**config.mk**
```make
export PLATFORM = sky130hd
export DESIGN_NAME = fetch_unit
export DESIGN_NICKNAME = d
export VERILOG_FILES = /design/src/rtl/rv_pkg.sv /design/src/rtl/fetch_fifo.sv /design/src/rtl/fetch_unit.sv
export SDC_FILE = /design/constraint.sdc
export NUM_CORES = 1
export LEC_CHECK = 0
export CORE_MARGIN = 2
export CORE_UTILIZATION = 25
export DETAILED_ROUTE_END_ITERATION = 10
export GPL_TIMING_DRIVEN = 0
export HOLD_SLACK_MARGIN = 0.03
export PLACE_DENSITY = 0.39
export SKIP_CTS_REPAIR_TIMING = 1
export SYNTH_ARGS = -nofsm -noshare
export SYNTH_HDL_FRONTEND = slang
export SYNTH_SLANG_ARGS = --single-unit
```
**constraint.sdc**
```tcl
create_clock -name i_clk -period 5 [get_ports i_clk]
set_input_delay 1.5 -clock i_clk [delete_from_list [all_inputs] [get_ports i_clk]]
set_output_delay 1.5 -clock i_clk [all_outputs]
set_load 0.03 [all_outputs]
```
**src/rtl/rv_pkg.sv**
```systemverilog
// Shared RV32I core definitions: datapath width, canonical NOP and the fetch buffer entry.
package rv_pkg;

  localparam int unsigned XLEN = 32;
  localparam logic [XLEN-1:0] NOP_INSTR = 32'h0000_0013;

  typedef struct packed {
    logic [XLEN-1:0] pc;
    logic [XLEN-1:0] instr;
  } fetch_entry_t;

endpackage

```
**src/rtl/fetch_fifo.sv**
```systemverilog
// Power-of-two FIFO with synchronous clear; a pop frees its slot for a push in the same cycle.
module fetch_fifo #(
  parameter int unsigned DEPTH = 4,
  parameter type entry_t = logic [63:0]
) (
  input  logic                    clk,
  input  logic                    rst_n,
  input  logic                    push,
  input  entry_t                  wdata,
  input  logic                    pop,
  input  logic                    clear,
  output entry_t                  head,
  output logic [$clog2(DEPTH):0]  count,
  output logic                    full,
  output logic                    empty
);

  localparam int unsigned AW = $clog2(DEPTH);
  localparam int unsigned CW = AW + 1;

  entry_t        mem [DEPTH];
  logic [AW-1:0] rd_ptr, rd_ptr_n;
  logic [AW-1:0] wr_ptr, wr_ptr_n;
  logic [CW-1:0] cnt, cnt_n;
  logic          do_push, do_pop;

  assign empty   = (cnt == '0);
  assign full    = (cnt == CW'(DEPTH));
  assign do_pop  = pop & ~empty;
  assign do_push = push & (~full | do_pop);
  assign head    = mem[rd_ptr];
  assign count   = cnt;

  always_comb begin
    rd_ptr_n = rd_ptr;
    wr_ptr_n = wr_ptr;
    cnt_n    = cnt;
    if (clear) begin
      rd_ptr_n = '0;
      wr_ptr_n = '0;
      cnt_n    = '0;
    end else begin
      if (do_pop)  rd_ptr_n = rd_ptr + AW'(1);
      if (do_push) wr_ptr_n = wr_ptr + AW'(1);
      cnt_n = cnt + CW'(do_push) - CW'(do_pop);
    end
  end

  always_ff @(posedge clk or negedge rst_n) begin
    if (!rst_n) begin
      rd_ptr <= '0;
      wr_ptr <= '0;
      cnt    <= '0;
    end else begin
      rd_ptr <= rd_ptr_n;
      wr_ptr <= wr_ptr_n;
      cnt    <= cnt_n;
    end
  end

  // Storage needs no reset; validity is tracked by cnt alone.
  always_ff @(posedge clk) begin
    if (do_push && !clear) mem[wr_ptr] <= wdata;
  end

endmodule

```
**src/rtl/fetch_unit.sv**
```systemverilog
// RV32I fetch stage: owns the PC, keeps at most FIFO_DEPTH fetches in flight or buffered,
// and drops responses belonging to fetches that were in flight when execute redirected.
module fetch_unit
  import rv_pkg::*;
#(
  parameter logic [31:0] RESET_PC   = 32'h0000_0000,
  parameter int unsigned FIFO_DEPTH = 4
) (
  input  logic        i_clk,
  input  logic        i_reset,
  output logic        o_imem_req,
  output logic [31:0] o_imem_addr,
  input  logic        i_imem_gnt,
  input  logic        i_imem_rvalid,
  input  logic [31:0] i_imem_rdata,
  input  logic        i_redirect,
  input  logic [31:0] i_redirect_pc,
  output logic        o_instr_valid,
  output logic [31:0] o_instruction,
  output logic [31:0] o_pc,
  input  logic        i_instr_ready
);

  localparam int unsigned CW = $clog2(FIFO_DEPTH) + 1;
  localparam int unsigned BW = CW + 1;

  logic [XLEN-1:0] fetch_pc, fetch_pc_n;
  logic [XLEN-1:0] resp_pc, resp_pc_n;
  logic [CW-1:0]   outstanding, outstanding_n;
  logic [CW-1:0]   discard, discard_n;

  logic [CW-1:0]   fifo_count;
  logic            fifo_full, fifo_empty;
  fetch_entry_t    fifo_head, push_entry;
  logic [XLEN-1:0] redirect_target;
  logic [BW-1:0]   budget;
  logic            pop, grant, resp, push;

  assign redirect_target = i_redirect_pc & ~32'h3;
  assign pop    = o_instr_valid & i_instr_ready;
  assign budget = {1'b0, outstanding} + {1'b0, fifo_count} - BW'(pop);
  // A slot is reserved for every fetch in flight, so the buffer cannot overflow.
  assign o_imem_req  = i_reset & ~i_redirect & (budget < BW'(FIFO_DEPTH));
  assign o_imem_addr = fetch_pc;
  assign grant = o_imem_req & i_imem_gnt;
  assign resp  = i_imem_rvalid & (outstanding != '0);
  assign push  = resp & ~i_redirect & (discard == '0);
  assign push_entry = '{pc: resp_pc, instr: i_imem_rdata};

  assign o_instr_valid = ~fifo_empty;
  assign o_instruction = o_instr_valid ? fifo_head.instr : NOP_INSTR;
  assign o_pc          = o_instr_valid ? fifo_head.pc    : RESET_PC;

  fetch_fifo #(
    .DEPTH   (FIFO_DEPTH),
    .entry_t (fetch_entry_t)
  ) u_fifo (
    .clk   (i_clk),
    .rst_n (i_reset),
    .push  (push),
    .wdata (push_entry),
    .pop   (pop),
    .clear (i_redirect),
    .head  (fifo_head),
    .count (fifo_count),
    .full  (fifo_full),
    .empty (fifo_empty)
  );

  // Every fetch still in flight at a redirect (minus the one answered now) becomes a discard.
  always_comb begin
    fetch_pc_n    = fetch_pc;
    resp_pc_n     = resp_pc;
    outstanding_n = outstanding;
    discard_n     = discard;
    if (i_redirect) begin
      fetch_pc_n    = redirect_target;
      resp_pc_n     = redirect_target;
      outstanding_n = outstanding - CW'(resp);
      discard_n     = outstanding - CW'(resp);
    end else begin
      if (grant) fetch_pc_n = fetch_pc + 32'd4;
      if (resp) begin
        if (discard != '0) discard_n = discard - CW'(1);
        else               resp_pc_n = resp_pc + 32'd4;
      end
      outstanding_n = outstanding + CW'(grant) - CW'(resp);
    end
  end

  always_ff @(posedge i_clk or negedge i_reset) begin
    if (!i_reset) begin
      fetch_pc    <= RESET_PC;
      resp_pc     <= RESET_PC;
      outstanding <= '0;
      discard     <= '0;
    end else begin
      fetch_pc    <= fetch_pc_n;
      resp_pc     <= resp_pc_n;
      outstanding <= outstanding_n;
      discard     <= discard_n;
    end
  end

  a_no_orphan_rvalid: assert property (@(posedge i_clk) disable iff (!i_reset)
    !(i_imem_rvalid && outstanding == '0));
  a_no_overflow: assert property (@(posedge i_clk) disable iff (!i_reset)
    !(push && fifo_full && !pop));

endmodule

```
==> out/results.tsv, run 1 <==
stage	metric	value	unit
cells_and_area	area grow syn2layout	29.0	%
worst_setup_path	CP Launch Type	primary input	
sta	Slew headroom	0.359	
floorplan	core area	54900	sq um
detailed_routing	Via-to-Cell Ratio	4.50	
detailed_routing	Routed Antenna Nets	0	
outcome	outcome	finished clean	
worst_setup_path	Critical Path RT	3.50	ns
min_path	hold depth	2	
worst_setup_path	FF-to-FF setup slack	0.97	ns
placement	input/output buffers	161	
sta	# setup viols final	0	
detailed_routing	via count	8138	
synthesis	Synth area leader	edfxtp_1	
synthesis	Syn. warnings	0	
synthesis	Post-synth EDFFs	248	
synthesis	Synth cell types	51	
worst_setup_path	WS Path Type	primary input to output port	
sta	final setup skew	0.0279	ns
placement	Place WS	-1.45	ns
synthesis	synthesized area	13800	sq um
sta	RSZ-0062 raised after global routing	true	
sta	post-route minimum period	4.99	ns
sta	max-slew violation count	0	
worst_setup_path	RR Endpoint	outstanding[2]$_DFF_PN0_	
global_route	initial antenna violation count	0	
cts	CTS sink count	321	
synthesis	FF+latch count, synth	321	
synthesis	sequential cell area fraction in the yosys report	0.672	
placement	hpwl dp	24.5	mm
detailed_routing	per-cell routed wire length	20.0	um
cells_and_area	fin area	17800	sq um
cts	worst-case clock buffer depth	3	
floorplan	IO Pins	168	
cts	Skew-Pair Late Insertion Delay	0.56	ns
flow_run	maxcap violations	0	
floorplan	effective utilization at floorplan	0.252	
placement	Post-DP Area	16400	sq um
sta	Max Fclk	0.200	GHz
min_path	Hold Crit Class	flop to flop	
cells_and_area	ratio of cells with drive above 1 in the final layout	0.169	
min_path	Hold EP	discard[0]$_DFFE_PN0P_	
synthesis	Synth Instances	861	
global_route	first-pass GRT wire length	54.6	mm
sta	Hold Fails Final Rpt	0	
cts	htree depth	2	
power	post-route total power	9.32	mW
cts	clock transition at the registers of the reported paths	0.05	ns
global_route	largest net degree at the start of global routing	42	
floorplan	Die W	239	um
synthesis	asr flop ratio synth	0.227	
cells_and_area	# diodes	0	
cells_and_area	Nets	1164	
worst_setup_path	CP bufs+invs	5	
worst_setup_path	CP Capture Type	output port	
floorplan	row count	86	
power	maximum vdd ir drop	0.216	mV
cells_and_area	Finished Layout Cells	1809	
worst_setup_path	FF-to-FF Start	u_fifo.count[1]$_DFF_PN0_	
detailed_routing	Detailed Route Iter0 Violations	428	
placement	Placed Cells incl. Taps	1734	
worst_setup_path	Critical Path Slowest Stage Cell	ha_1	
sta	Setup WS post-layout	0.00933	ns
sta	actual slew at the worst max-slew pin	0.955	ns
worst_setup_path	Critical Path Max Stage Delay	0.28	ns
sta	post-route clock period utilization	0.998	
placement	gpl congestion	0.782	
global_route	Total GRT Usage	0.129	
synthesis	Primary FF master, synth	edfxtp_1	
cts	CTS tree	built	
detailed_routing	Routed WL	36.2	mm
detailed_routing	DRC viols	0	
sta	Min Hold Slack	0.591	ns
min_path	min-delay src	discard[0]$_DFFE_PN0P_	
worst_setup_path	cell count along the critical path	11	
worst_setup_path	CP Cell Sequence	clkbuf_2 > and2_4 > ha_1 > inv_1 > ha_1 > and3b_1 > nor4_4 > buf_4 > buf_6 > o211a_1 > clkbuf_4	
power	Pwr Density	523	nW/um^2
worst_setup_path	Worst R2R Path Depth	18	
worst_setup_path	CP Max Fanout	10	
cts	Root Driver	clkbuf_16	
power	Leak	5.93	nW
global_route	Congestion Overflow GR	0	
synthesis	Synth Area per Inst	16.0	sq um
worst_setup_path	CP arrival	3.49	ns
synthesis	ranking of synthesized cells by area	edfxtp_1 54%, dfrtp_1 13%, mux4_2 10%, and2_1 3.1%, xnor2_1 1.9%	
worst_setup_path	Top cell by count, worst path	ha_1	
floorplan	die height	239	um
detailed_routing	Pre-Repair DR Iteration Count	5	
synthesis	Yosys top cell area share	0.539	
cts	CTS Buf Count	41	
worst_setup_path	critical path's top delay family	buffers and inverters	
floorplan	die area	57100	sq um
global_route	vias in the first global route	8659	
## Yosys cell counts, types with 2 or more instances
cell type / instances
edfxtp_1: 248
dfrtp_1: 73
and2_1: 69
mux4_2: 62
nand2_1: 31
nor2_1: 30
xnor2_1: 30
inv_1: 28
clkbuf_1: 24
mux2_2: 23
nor3_1: 21
ha_1: 18
nand4_1: 17
o21ai_0: 15
o31a_1: 14
a21oi_1: 12
nand2b_1: 11
o21a_1: 11
xor2_1: 11
nand3_1: 10
o211ai_1: 10
a31oi_1: 9
nor4_1: 9
and3_1: 8
or3_1: 8
buf_2: 7
and4_1: 4
buf_1: 4
buf_4: 4
o2111ai_1: 4
or2_2: 4
a211oi_1: 3
nor2b_1: 3
or4_1: 3
fa_1: 2
mux2i_1: 2
nor3b_1: 2
nor4_4: 2
o211a_1: 2
o31ai_1: 2
## cells in the final DEF, fill, tap and decap left out, drive strengths merged, types with 9 or more instances in the layout
cell type	netlist	layout
nor2	30	30
nand2b	11	11
mux2	23	23
o21a	12	12
buf	15	25
a31oi	9	9
edfxtp	248	248
o31a	14	14
nor4	11	11
o21ai	15	15
xnor2	30	30
clkinv	0	13
inv	29	31
a21oi	12	12
xor2	11	11
and2	69	69
nor3	21	21
nand2	31	31
nand4	17	17
o211ai	10	10
mux4	62	62
clkdlybuf4s50	0	158
clkbuf	25	77
dfrtp	73	73
nand3	10	10
ha	18	18
## layout make-up
cell class | count | area [sq um]
fillers | 5391 | 37100
multi-input cells | 474 | 4290
plain buffers | 38 | 180
inverters | 29 | 113
flip-flops and latches | 321 | 9270
clock inverters | 21 | 211
clock buffers | 53 | 1110
well taps | 704 | 881
repair buffers | 169 | 1750
## per-layer routing
metal	share of wire	global-route usage	vias up
met4	0.020	0.0354	0
met5	0	0	-
met1	0.46	0.170	4165
li1	-	-	3749
met3	0.039	0.0261	52
met2	0.48	0.216	172
## worst min-delay path, cell delays in order, from the launching register on
cell     delay, ns
dfrtp_1       0.36
xnor2_1       0.12
o21ai_0       0.07
## flip-flops by register name, indices dropped and copies added (netlist names)
register	flops
u_fifo.rd_ptr	2
discard	3
outstanding	3
u_fifo.mem	248
u_fifo.wr_ptr	2
o_imem_addr	30
resp_pc	30
u_fifo.count	3
## worst max path at each step
stage	startpoint	to	slack [ns]
after floorplan	i_instr_ready	o_imem_req	0.18
after global placement	i_reset	o_imem_req	-2.48
after detailed placement	i_instr_ready	o_imem_req	-1.45
after CTS	u_fifo.count[1]$_DFF_PN0_	o_imem_req	-1.62
after global routing	i_instr_ready	o_imem_req	-0.12
final	i_instr_ready	o_imem_req	0.009
## where the power goes
part	switching, mW	total (mW)	internal (mW)	leakage [nW]
logic	1.81	3.21	1.40	2.20
registers	0.178	3.21	3.04	3.08
clock network	1.12	2.90	1.78	0.650
total	3.10	9.32	6.22	5.93
## cells by family (layout without fill, tap and decap cells)
family,after synthesis,count (layout),share of synthesized area
flip-flops,321,321,0.672
multiplexers,87,87,0.121
XOR/XNOR,41,41,0.0260
buffers and inverters,69,310,0.0206
other,1,4,0.000272
AO/OA/AOI/OAI,88,88,0.0450
AND/OR/NAND/NOR,234,234,0.0958
adder cells (fa/ha/maj),20,20,0.0192
## stage by stage
stage / setup TNS, ns / utilization
2_1_floorplan: 0 / -
3_3_place_gp: -575.37 / 0.297
3_5_place_dp: -2.01 / 0.300
4_1_cts: -1.89 / 0.324
5_1_grt: -0.116 / 0.325
6_report: 0 / 0.325
Note: power is estimated with default switching activity, not from simulation.
==> run 2, diff against run 1 <==
--- a/config.mk
+++ b/config.mk
@@ -7,10 +7,12 @@
 export LEC_CHECK = 0
 export CORE_MARGIN = 2
 export CORE_UTILIZATION = 25
+export CTS_CLUSTER_SIZE = 25
 export DETAILED_ROUTE_END_ITERATION = 10
 export GPL_TIMING_DRIVEN = 0
 export HOLD_SLACK_MARGIN = 0.03
 export PLACE_DENSITY = 0.39
+export REMOVE_ABC_BUFFERS = 1
 export SKIP_CTS_REPAIR_TIMING = 1
 export SYNTH_ARGS = -nofsm -noshare
 export SYNTH_HDL_FRONTEND = slang
==> out/results.tsv, run 2 (synthesis gave the netlist of run 1 again) <==
stage	metric	value	unit
min_path	Hold Crit Class	flop to flop	
sta	Slew headroom	0.354	
cts	clock transition at the registers of the reported paths	0.06	ns
power	maximum vdd ir drop	0.208	mV
cells_and_area	Nets	1132	
cells_and_area	area grow syn2layout	28.3	%
cts	Skew-Pair Late Insertion Delay	0.56	ns
detailed_routing	Detailed Route Iter0 Violations	376	
cells_and_area	# fillers	5417	
global_route	largest net degree at the start of global routing	48	
cts	CTS sink count	321	
sta	post-route minimum period	4.80	ns
floorplan	effective utilization at floorplan	0.252	
sta	max-slew violation count	0	
worst_setup_path	CP arrival	3.30	ns
worst_setup_path	FF-to-FF setup slack	0.87	ns
worst_setup_path	Critical Path RT	3.50	ns
detailed_routing	Routed Antenna Nets	0	
cells_and_area	area of the multi-input gates	4290	sq um
detailed_routing	DRC viols	0	
power	Leak	5.86	nW
floorplan	Die W	239	um
floorplan	IO Pins	168	
detailed_routing	Via-to-Cell Ratio	4.50	
power	Pwr Density	521	nW/um^2
worst_setup_path	Critical Path Max Stage Delay	0.29	ns
cts	Root Driver	clkbuf_16	
sta	Hold Fails Final Rpt	0	
sta	final setup skew	0.0159	ns
worst_setup_path	WS Path Type	primary input to output port	
detailed_routing	via count	7991	
placement	hpwl dp	23.5	mm
cells_and_area	Largest register FFs	248	
sta	post-route clock period utilization	0.961	
sta	actual slew at the worst max-slew pin	0.961	ns
sta	# setup viols final	0	
worst_setup_path	CP Cell Sequence	clkbuf_2 > and2_4 > ha_1 > inv_1 > ha_1 > and3b_1 > nor4_4 > buf_4 > o211a_1 > clkbuf_4	
worst_setup_path	CP Capture Type	output port	
floorplan	die area	57100	sq um
cells_and_area	Finished Layout Cells	1776	
worst_setup_path	CP Launch Type	primary input	
detailed_routing	per-cell routed wire length	20.7	um
cts	CTS Buf Count	40	
worst_setup_path	CP bufs+invs	4	
floorplan	row count	86	
sta	setup TNS	0	ns
worst_setup_path	Top cell by count, worst path	ha_1	
cells_and_area	commonest non-fill, non-tap cell in the layout	edfxtp_1	
sta	RSZ-0062 raised after global routing	false	
cts	CTS tree	built	
global_route	vias in the first global route	8228	
floorplan	die height	239	um
cells_and_area	ratio of cells with drive above 1 in the final layout	0.168	
detailed_routing	Pre-Repair DR Iteration Count	4	
global_route	first-pass GRT wire length	55.1	mm
cells_and_area	most frequent cells in the layout	248 x edfxtp_1, 157 x clkdlybuf4s50_1, 71 x dfrtp_1, 64 x and2_1, 62 x mux4_2	
cts	htree depth	2	
cts	worst-case clock buffer depth	3	
flow_run	maxcap violations	0	
cells_and_area	register area	9280	sq um
cells_and_area	Largest Register	u_fifo.mem	
worst_setup_path	CP Max Fanout	6	
floorplan	core area	54900	sq um
global_route	Congestion Overflow GR	0	
worst_setup_path	Critical Path Slowest Stage Cell	ha_1	
worst_setup_path	critical path's top delay family	simple AND/OR/NAND/NOR gates	
outcome	outcome	finished clean	
placement	input/output buffers	161	
global_route	initial antenna violation count	1	
detailed_routing	Routed WL	36.8	mm
placement	gpl congestion	0.717	
sta	Max Fclk	0.208	GHz
global_route	Total GRT Usage	0.131	
placement	Placed Cells incl. Taps	1700	
## run 2: path summary, 6_finish.rpt
path / start / end / cells past startpoint
min reg2reg: o_imem_addr[31]$_DFFE_PN0N_ / o_imem_addr[31]$_DFFE_PN0N_ / 2
max in group asynchronous: i_reset / u_fifo.rd_ptr[1]$_DFFE_PN0P_ / 2
max reg2reg: u_fifo.count[0]$_DFF_PN0_ / outstanding[2]$_DFF_PN0_ / 19
max: i_instr_ready / o_imem_req / 10
min in group asynchronous: i_reset / resp_pc[31]$_DFFE_PN0P_ / 1
min: o_imem_addr[31]$_DFFE_PN0N_ / o_imem_addr[31]$_DFFE_PN0N_ / 2
## run 2: metal layers
layer  routed length (um)  track usage
met5                    0            0
met4                  614       0.0322
met3                 1960       0.0330
met2                17000        0.205
met1                17200        0.181
## run 2: area by class of cell
class,count,area share
flip-flops and latches,321,0.524
diodes,1,0.000141
well taps,704,0.0497
clock buffers,50,0.0604
clock inverters,21,0.0103
inverters,29,0.00629
multi-input cells,474,0.242
repair buffers,176,0.107
## run 2: worst register-to-register path, delay by kind of cell (launching register included)
| family | cells | cell delay [ns] |
|---|---|---|
| compound gates | 2 | 0.37 |
| buf+inv | 6 | 0.75 |
| xor+xnor | 2 | 0.30 |
| flops | 1 | 0.42 |
| simple gates | 4 | 0.96 |
| fa+ha+maj | 5 | 1.25 |
## run 2: power breakdown
part           switching (mW)  internal, mW
clock                    1.13          1.67
sequential              0.224          3.04
combinational            1.76          1.42
## run 2: per-stage QoR
step / utilization / setup slack [ns] / power [mW] / instance area (sq um) / hold WS [ns]
detailed placement: 0.299 / -1.32 / 6.51 / 16400 / 0.550
global route: 0.323 / 0.0849 / 9.73 / 17700 / 0.602
finish: 0.323 / 0.196 / 9.23 / 17700 / 0.564
floorplan: - / -0.0360 / 5.15 / 13600 / 0.498
global placement: 0.294 / -2.93 / 6.51 / 16100 / 0.565
CTS: 0.322 / -1.82 / 9.36 / 17700 / 0.572
==> run 3, diff against run 2 <==
--- a/config.mk
+++ b/config.mk
@@ -7,7 +7,6 @@
 export LEC_CHECK = 0
 export CORE_MARGIN = 2
 export CORE_UTILIZATION = 25
-export CTS_CLUSTER_SIZE = 25
 export DETAILED_ROUTE_END_ITERATION = 10
 export GPL_TIMING_DRIVEN = 0
 export HOLD_SLACK_MARGIN = 0.03
==> results of run 3 <==
The final DEF is identical to that of run 2; final timing and power are the same.
